===== src/rtl/mem_access_unit_pkg.sv =====
// Shared definitions for the memory-stage load/store engine.
// Holds the instruction ID constants used by decoder/EX/MEM, the FSM state
// encoding, the access size type and small decode helpers.
package mem_access_unit_pkg;

    // Instruction IDs of the memory operations (shared with decoder/EX).
    localparam logic [5:0] INSTR_LB  = 6'd20;
    localparam logic [5:0] INSTR_LH  = 6'd21;
    localparam logic [5:0] INSTR_LW  = 6'd22;
    localparam logic [5:0] INSTR_LBU = 6'd23;
    localparam logic [5:0] INSTR_LHU = 6'd24;
    localparam logic [5:0] INSTR_SB  = 6'd25;
    localparam logic [5:0] INSTR_SH  = 6'd26;
    localparam logic [5:0] INSTR_SW  = 6'd27;

    typedef enum logic [1:0] {
        IDLE = 2'b00,
        WAIT = 2'b01,
        DONE = 2'b10
    } state_e;

    typedef enum logic [1:0] {
        SZ_BYTE = 2'b00,
        SZ_HALF = 2'b01,
        SZ_WORD = 2'b10
    } mem_size_e;

    function automatic logic is_mem_op(input logic [5:0] id);
        return id inside {INSTR_LB, INSTR_LH, INSTR_LW, INSTR_LBU,
                          INSTR_LHU, INSTR_SB, INSTR_SH, INSTR_SW};
    endfunction

    function automatic logic is_store_op(input logic [5:0] id);
        return id inside {INSTR_SB, INSTR_SH, INSTR_SW};
    endfunction

    function automatic logic is_signed_load(input logic [5:0] id);
        return id inside {INSTR_LB, INSTR_LH};
    endfunction

    function automatic mem_size_e op_size(input logic [5:0] id);
        mem_size_e sz;
        case (id)
            INSTR_LB, INSTR_LBU, INSTR_SB: sz = SZ_BYTE;
            INSTR_LH, INSTR_LHU, INSTR_SH: sz = SZ_HALF;
            default:                       sz = SZ_WORD;
        endcase
        return sz;
    endfunction

endpackage


===== src/rtl/mem_access_unit_lane_align.sv =====
// mem_lane_align: purely combinational byte-lane steering.
//   st_size/st_off/st_data -> st_wdata (lane-replicated), st_wstrb
//   ld_size/ld_off/ld_signed/ld_word -> ld_data (extracted and extended)
module mem_lane_align
    import mem_access_unit_pkg::*;
(
    input  mem_size_e   st_size,
    input  logic [1:0]  st_off,
    input  logic [31:0] st_data,
    output logic [31:0] st_wdata,
    output logic [3:0]  st_wstrb,
    input  mem_size_e   ld_size,
    input  logic [1:0]  ld_off,
    input  logic        ld_signed,
    input  logic [31:0] ld_word,
    output logic [31:0] ld_data
);
    logic [31:0]        ld_shifted;
    logic signed [7:0]  ld_byte;
    logic signed [15:0] ld_half;

    always_comb begin
        st_wdata = st_data;
        st_wstrb = 4'b1111;
        case (st_size)
            SZ_BYTE: begin
                st_wdata = {4{st_data[7:0]}};
                st_wstrb = 4'b0001 << st_off;
            end
            SZ_HALF: begin
                st_wdata = {2{st_data[15:0]}};
                st_wstrb = 4'b0011 << st_off;
            end
            default: ;
        endcase
    end

    // Bring the addressed lane down to bit 0 before extension.
    assign ld_shifted = ld_word >> {ld_off, 3'b000};
    assign ld_byte    = ld_shifted[7:0];
    assign ld_half    = ld_shifted[15:0];

    always_comb begin
        ld_data = ld_word;
        case (ld_size)
            SZ_BYTE: ld_data = ld_signed ? {{24{ld_byte[7]}}, ld_byte}
                                         : {24'd0, ld_byte};
            SZ_HALF: ld_data = ld_signed ? {{16{ld_half[15]}}, ld_half}
                                         : {16'd0, ld_half};
            default: ;
        endcase
    end
endmodule


===== src/rtl/mem_access_unit.sv =====
// mem_access_unit: memory-stage load/store engine.
// Takes the registered EX/MEM instruction, runs one req/ack transaction on the
// data-memory port, stalls the pipeline while it is in flight and returns the
// aligned, extended load result to writeback.
//   inputs : valid_in, instr_id_in, mem_addr_in, store_data_in, rd_addr_in,
//            rd_valid_in, dmem_ack, dmem_rdata
//   outputs: stall_out (comb), dmem_req/we/addr/wdata/wstrb, load_data_out,
//            wb_valid_out, wb_rd_out, misaligned_out, bus_error_out
module mem_access_unit
    import mem_access_unit_pkg::*;
#(
    parameter int TIMEOUT_CYCLES = 16,
    parameter int ADDR_W         = 32
) (
    input  logic              clk,
    input  logic              rst,
    input  logic              valid_in,
    input  logic [5:0]        instr_id_in,
    input  logic [ADDR_W-1:0] mem_addr_in,
    input  logic [31:0]       store_data_in,
    input  logic [4:0]        rd_addr_in,
    input  logic              rd_valid_in,
    output logic              stall_out,
    output logic              dmem_req,
    output logic              dmem_we,
    output logic [ADDR_W-1:0] dmem_addr,
    output logic [31:0]       dmem_wdata,
    output logic [3:0]        dmem_wstrb,
    input  logic              dmem_ack,
    input  logic [31:0]       dmem_rdata,
    output logic [31:0]       load_data_out,
    output logic              wb_valid_out,
    output logic [4:0]        wb_rd_out,
    output logic              misaligned_out,
    output logic              bus_error_out
);
    localparam int CNT_W = 16;

    state_e           state, state_nxt;
    logic [CNT_W-1:0] timeout_cnt;

    mem_size_e   in_size, size_q;
    logic        in_mem, in_store, in_aligned;
    logic        start, misalign, ack_hit, timeout_hit;
    logic [1:0]  off_q;
    logic        signed_q, wb_en_q;
    logic [4:0]  rd_q;
    logic [31:0] st_wdata, ld_data;
    logic [3:0]  st_wstrb;

    assign in_mem   = is_mem_op(instr_id_in);
    assign in_store = is_store_op(instr_id_in);
    assign in_size  = op_size(instr_id_in);

    always_comb begin
        case (in_size)
            SZ_HALF: in_aligned = ~mem_addr_in[0];
            SZ_WORD: in_aligned = (mem_addr_in[1:0] == 2'b00);
            default: in_aligned = 1'b1;
        endcase
    end

    // valid_in is only looked at in IDLE: in DONE it still shows the
    // instruction that just completed.
    assign start    = (state == IDLE) & valid_in & in_mem & in_aligned;
    assign misalign = (state == IDLE) & valid_in & in_mem & ~in_aligned;
    assign stall_out = start | (state == WAIT);

    // Ack has priority over the timeout when both land in the same cycle.
    assign ack_hit     = (state == WAIT) & dmem_ack;
    assign timeout_hit = (state == WAIT) & ~dmem_ack & (TIMEOUT_CYCLES != 0)
                       & (timeout_cnt == CNT_W'(TIMEOUT_CYCLES - 1));

    mem_lane_align u_align (
        .st_size   (in_size),
        .st_off    (mem_addr_in[1:0]),
        .st_data   (store_data_in),
        .st_wdata  (st_wdata),
        .st_wstrb  (st_wstrb),
        .ld_size   (size_q),
        .ld_off    (off_q),
        .ld_signed (signed_q),
        .ld_word   (dmem_rdata),
        .ld_data   (ld_data)
    );

    always_ff @(posedge clk) begin
        if (rst) state <= IDLE;
        else     state <= state_nxt;
    end

    always_comb begin
        state_nxt = state;
        case (state)
            IDLE:    if (start) state_nxt = WAIT;
            WAIT:    if (ack_hit || timeout_hit) state_nxt = DONE;
            default: state_nxt = IDLE;
        endcase
    end

    always_ff @(posedge clk) begin
        if (rst) begin
            timeout_cnt    <= '0;
            dmem_req       <= 1'b0;
            dmem_we        <= 1'b0;
            dmem_addr      <= '0;
            dmem_wdata     <= '0;
            dmem_wstrb     <= '0;
            load_data_out  <= '0;
            wb_valid_out   <= 1'b0;
            wb_rd_out      <= '0;
            misaligned_out <= 1'b0;
            bus_error_out  <= 1'b0;
            size_q         <= SZ_WORD;
            off_q          <= '0;
            signed_q       <= 1'b0;
            wb_en_q        <= 1'b0;
            rd_q           <= '0;
        end else begin
            misaligned_out <= misalign;
            wb_valid_out   <= 1'b0;
            bus_error_out  <= 1'b0;
            if (start) begin
                timeout_cnt <= '0;
                dmem_req    <= 1'b1;
                dmem_we     <= in_store;
                dmem_addr   <= {mem_addr_in[ADDR_W-1:2], 2'b00};
                dmem_wdata  <= st_wdata;
                dmem_wstrb  <= in_store ? st_wstrb : 4'b0000;
                size_q      <= in_size;
                off_q       <= mem_addr_in[1:0];
                signed_q    <= is_signed_load(instr_id_in);
                wb_en_q     <= ~in_store & rd_valid_in & (rd_addr_in != 5'd0);
                rd_q        <= rd_addr_in;
            end
            if (ack_hit) begin
                dmem_req   <= 1'b0;
                dmem_we    <= 1'b0;
                dmem_wstrb <= 4'b0000;
                if (!dmem_we) begin
                    load_data_out <= ld_data;
                    wb_valid_out  <= wb_en_q;
                    wb_rd_out     <= rd_q;
                end
            end else if (timeout_hit) begin
                dmem_req      <= 1'b0;
                dmem_we       <= 1'b0;
                dmem_wstrb    <= 4'b0000;
                load_data_out <= '0;
                bus_error_out <= 1'b1;
            end else if (state == WAIT) begin
                timeout_cnt <= timeout_cnt + 1'b1;
            end
        end
    end
endmodule


===== config.mk =====
export PLATFORM = sky130hd
export DESIGN_NAME = mem_access_unit
export DESIGN_NICKNAME = d
export VERILOG_FILES = /design/src/rtl/mem_access_unit_pkg.sv /design/src/rtl/mem_access_unit_lane_align.sv /design/src/rtl/mem_access_unit.sv
export SDC_FILE = /design/constraint.sdc
export NUM_CORES = 1
export LEC_CHECK = 0
export ABC_AREA = 1
export CAP_MARGIN = 20
export CELL_PAD_IN_SITES_DETAIL_PLACEMENT = 1
export CELL_PAD_IN_SITES_GLOBAL_PLACEMENT = 2
export CORE_ASPECT_RATIO = 1.4
export CORE_UTILIZATION = 24
export DETAILED_ROUTE_END_ITERATION = 10
export GPL_TIMING_DRIVEN = 0
export HOLD_SLACK_MARGIN = 0.05
export MAX_ROUTING_LAYER = met4
export PLACE_DENSITY = 0.82
export RECOVER_POWER = 100
export SETUP_SLACK_MARGIN = 0.4
export SYNTH_ARGS = -nofsm -noshare
export SYNTH_HDL_FRONTEND = slang
export SYNTH_SLANG_ARGS = --single-unit

===== constraint.sdc =====
create_clock -name clk -period 2.1 [get_ports clk]
set_input_delay 0.42 -clock clk [delete_from_list [all_inputs] [get_ports clk]]
set_output_delay 0.42 -clock clk [all_outputs]
set_load 0.005 [all_outputs]

## Word-level counts from Yosys, hierarchy flattened

Cells that the tools add are included.

- Equality and inequality tests: 16
- Shift-type cells: 3
- Reductions and logical operators: 18
- Bitwise gates (word level): 16
- Add/sub/neg operators: 1
- Mux-type cells: 19

Operator list:

| kind | number |
|---|---|
| 2-to-1 mux 32 bit | 5 |
| case mux 32 bit (2 select lines) | 2 |
| 2-to-1 mux 16 bit | 4 |
| equality test 6 x 5 -> 1 bit (second input constant) | 8 |
| >> shifter 32 x 5 -> 16 bit | 1 |
| adder 16 x 1 -> 16 bit (second input constant) | 1 |
| equality test 16 x 4 -> 1 bit (second input constant) | 1 |
| OR reduction 3 bit | 4 |
| bitwise AND 1 bit | 9 |
| zero test 2 bit | 4 |
| case mux 2 bit (2 select lines) | 2 |
| case mux 4 bit (2 select lines) | 1 |
| nonzero test 8 bit | 1 |
| equality test 2 x 1 -> 1 bit (second input constant) | 3 |
| NOT 1 bit | 6 |
| AND reduction 2 bit | 3 |
| nonzero test 5 bit | 1 |
| 2-to-1 mux 2 bit | 2 |
| 2-to-1 mux 4 bit | 1 |
| inequality test 2 bit (second input constant) | 2 |
| nonzero test 2 bit | 2 |
| left shift 1 x 2 -> 4 bit (first input constant) | 1 |
| left shift 2 x 2 -> 4 bit (first input constant) | 1 |
| nonzero test 3 bit | 1 |
| other kinds (7) | 7 |

- Input port bits: 112
- Output and inout port bits: 111
- Register bits after elaboration: 137

## Logic depth before layout (Yosys ltp)

- Depth after elaboration: 10
- Depth in mapped cells: 14
- Gate-level depth less buffers: 12

## Cells and area by module

Synthesis repeated with hierarchy kept, for this count alone.

- Cells, all modules: 1047
- Area, all modules: 6904.1 µm²

Modules (own cells, without submodules):

| module | cells each | times used | sequential area each (µm²) | area an instance (µm²) |
|---|---|---|---|---|
| mem_access_unit | 786 | 1 | 2742.6 | 5661.7 |
| mem_lane_align | 261 | 1 | 0.0 | 1242.4 |

## Least setup slack after synthesis

Ideal clock, no wire load.

- Kind: input port to output port
- Start: in instr_id_in[4]
- End: out stall_out
- Arrival: 1.509 ns
- Cell stages on the path: 12
- Buffers on the path: 3
- Slack: 0.171 ns
- Data required time: 1.680 ns
- Cell sequence: inv_1 > nor2_2 > nand3_1 > nand2_2 > buf_6 > nand2_2 > o21ai_2 > nand2_4 > nand2_4 > buf_6 > buf_6 > nand2_1

- Longest elaborated chain between the ends: 7
- Elaborated cells on any way between the ends: 18
- Classes of those cells: eq/ne (10); mux (2); bitwise (3); reduce/logical (3)

Ends and longest elaborated chain:

| what | RTL line | source |
|---|---|---|
| start, declared | mem_access_unit.sv:18 | `input logic [5:0] instr_id_in,` |
| equality test 6 x 5 -> 1 bit | mem_access_unit_pkg.sv:29, mem_access_unit_pkg.sv:43 |  |
| OR reduction 3 bit | mem_access_unit_pkg.sv:43 | `case (id)` |
| case mux 2 bit (2 select lines) | mem_access_unit_pkg.sv:43 |  |
| equality test 2 bit / equality test 2 x 1 -> 1 bit (equally long branches) | mem_access_unit.sv:56 | `case (in_size)` |
| case mux 1 bit (2 select lines) | mem_access_unit.sv:56 |  |
| bitwise AND 1 bit * | mem_access_unit.sv:65 | `assign start = (state == IDLE) & valid_in & in_mem & in_aligned;` |
| OR 1 bit * | mem_access_unit.sv:67 | `assign stall_out = start \| (state == WAIT);` |
| end, declared | mem_access_unit.sv:23 | `output logic stall_out,` |

Every way passes the cells marked *; elsewhere a longest branch is shown, timed or not.

## Final worst setup path

Ends and elaborated chain as after synthesis.

==> metrics <==
status complete, no violations; Synth area leader dfxtp_1; Setup crit end kind output port; area of the multi-input gates 3418 µm²; via-per-instance ratio 4.731; Post-Syn Area 6436 µm²; gr ovfl total 0; # IOs 223; Seq cells post-synth 137; CTS Buffer Depth 2; first-pass GRT wire length 41.86 mm; worst skew pair latency 0.43 ns; synth unique cells 33; hold buffer count at CTS 0; Placed Instances 1483; post-layout net count 1321; slowest library cell on the worst path nor2_4; Slew Viols, Final 0; vias in the first global route 7591; worst vdd ir 0.5892 mV; Clk network pwr share 46.5%; worst stage delay on the critical path 0.16 ns; Mapped Avg Cell Area 6.862 µm²; via count 7319; GPL Wtd Cong 0.8842; hold crit path type input port to flip-flop; core region area 26280 µm²; initial core utilization 24.50%; CTS tree built; Non-Filler Instances 1547; largest net degree at the start of global routing 17; DRC violation count after routing 0; critical path cell sequence buf_6, inv_8, nor2_4, nand3_2, nand2_2, buf_6, nand2_2, o21ai_4, nand2_4, nand2_8, buf_8, buf_8, nand2_4, buf_6; Fmax 0.4863 GHz; pwr/cell area 606.1 nW/µm²; RSZ-0062 raised after global routing true; final cycle utilization of the critical path 97.91%; crit-path most repeated cell buf_6; synth top area cells dfxtp_1 43%, nand2_1 12%, a21oi_1 8.8%; final core utilization 38.89%; Routed Antenna Nets 0; clock slew at reported path FFs 0.06 ns; die footprint 27490 µm²; top-area cell type share of the netlist area 42.61%; power share of the sequential group 42.7%; crit start category input port; initial detailed-routing violation count 245; drt total wl 27.22 mm; Hold Violations, Final 0; CTS H-Tree Depth 4; worst clock skew 0.009409 ns; IO buf count 220; slew at the pin closest to its max-slew limit 0.8239 ns; WP buf/inv 6; relative slew slack 45.07%; P_sw 0.001490 W; Synth-to-Final Area Change 58.75%; Sw Share 24.06%; Filler cells 3263; Tot GR Track Use 20.69%; CP Data Required Time 1.68 ns; hpwl dp 20.84 mm; Cell Rows 70; max_cap viols 0; cell family with the largest share of critical-path delay simple AND/OR/NAND/NOR gates; CTS root buf clkbuf_16; worst hold margin 0.4361 ns; Die Ht 195.8 µm; Post-Syn Instances 938; Internal 0.004703 W; Die W 140.4 µm; Overall Power 0.006192 W; cts bufs inserted 17; layout cells sized above 1 15.82%; min cycle time layout 2.056 ns; CP Class input port to output port; Combinational Power Share 10.8%; worst path arrival time 1.64 ns; Leakage 4.417 nW; Final setup viols 0; # clock sinks 137; YS warnings 0; area occupied by registers 2749 µm²; Seq/Total Area, Yosys 42.61%; wire length per cell 17.59 µm; Crit Path Max Fanout 5; Detailed Routing Iterations Pass 1 4; antenna violations before repair 3
## per-stage QoR
stage	TNS (ns)	cell area, µm²	setup slack, ns
after global routing	-0.02196	10220	-0.02196
after CTS	0	9802	0.009750
after detailed placement	-55.88	9085	-1.187
after floorplan	0	6477	0.2036
final	0	10220	0.04383
after global placement	-53.57	9085	-1.187
## routing by layer
metal,track usage (%),up-vias,wire length (µm)
met3,4.955,36,1427
met2,38.17,187,14350
li1,-,3648,-
met5,-,-,0
met4,7.082,0,665
met1,21.21,3448,10780
## timing repair
action	4_1_cts	5_1_grt
endpoints found under the setup margin	238	125
gates resized for setup	215	111
hold endpoints to repair	0	0
gates cloned	0	4
setup buffers	14	12
pin swaps	15	15
## area by class of cell
type,count,area share (%)
Antenna cell,3,0.07348
Sequential cell,137,26.90
Inverter,60,2.486
Tap cell,324,3.968
Buffer,59,4.445
Clock buffer,23,4.776
Clock inverter,8,0.6858
Timing Repair Buffer,250,23.21
Multi-Input combinational cell,683,33.46
## Yosys cell counts (all sizes together)
cell / instances
nand2: 210
nor2: 152
dfxtp: 137
a21oi: 114
nand3: 79
o21ai: 70
inv: 60
clkbuf: 30
buf: 29
o211ai: 18
nor3: 15
nand4: 8
o2111ai: 6
nor4: 2
or2: 2
a22oi: 1
conb: 1
ha: 1
o221ai: 1
xnor2: 1
xor2: 1
## power by group through the flow
stage                     Combinational [W]  Clock, W  Sequential, W
final                              0.000670   0.00288        0.00264
after global routing               0.000734   0.00306        0.00265
after CTS                          0.000633   0.00297        0.00264
after detailed placement           0.000628         0        0.00270
after global placement             0.000626         0        0.00270
after floorplan                    0.000241         0        0.00270
## registers in the layout, indices dropped and copies added (netlist names)
name	cells
misaligned_out	1
dmem_req	1
dmem_wdata	32
signed_q	1
wb_rd_out	5
wb_valid_out	1
load_data_out	32
off_q	2
rd_q	5
dmem_we	1
bus_error_out	1
dmem_addr	30
size_q	2
timeout_cnt	16
state	2
dmem_wstrb	4
wb_en_q	1
## cell families (layout without fill, tap and decap cells)
logic type               count (synthesis)  count (layout)  synth area share, %
adder cells (fa/ha/maj)                  1               1               0.1944
flip-flops                             137             137                42.61
XOR/XNOR                                 2               2               0.2722
other                                    1               5              0.05826
AO/OA/AOI/OAI                          210             210                17.71
AND/OR/NAND/NOR                        468             468                30.97
buffers and inverters                  119             400                8.184
## worst paths after layout
path                  start           endpoint  slack, ns  cells after the start
min          instr_id_in[1]           signed_q       0.44                      4
max reg2reg        state[0]  load_data_out[20]       0.20                     11
min reg2reg  timeout_cnt[0]     timeout_cnt[0]       0.45                      1
max          instr_id_in[4]          stall_out       0.04                     14
## cells in the final DEF (no fill, tap or decap), types with 7 or more instances in the layout
cell / count
nor3_1: 15
nor2_4: 20
clkbuf_2: 8
clkdlybuf4s50_1: 102
o21ai_0: 46
nand2_1: 197
nand2_2: 8
clkbuf_4: 11
buf_4: 36
clkbuf_1: 15
buf_2: 7
nand3_1: 74
o21ai_1: 23
dfxtp_1: 132
nor2_2: 17
nand4_1: 7
o211ai_1: 18
inv_1: 50
a21oi_1: 107
dlygate4sd2_1: 103
clkbuf_16: 20
nor2_1: 115
buf_6: 7
## worst min-delay path, stage by stage
cell,delay (ns)
buf_2,0.14
nor2_1,0.10
o21ai_0,0.09
nor2_1,0.08
Power figures use the tool's default switching activity.
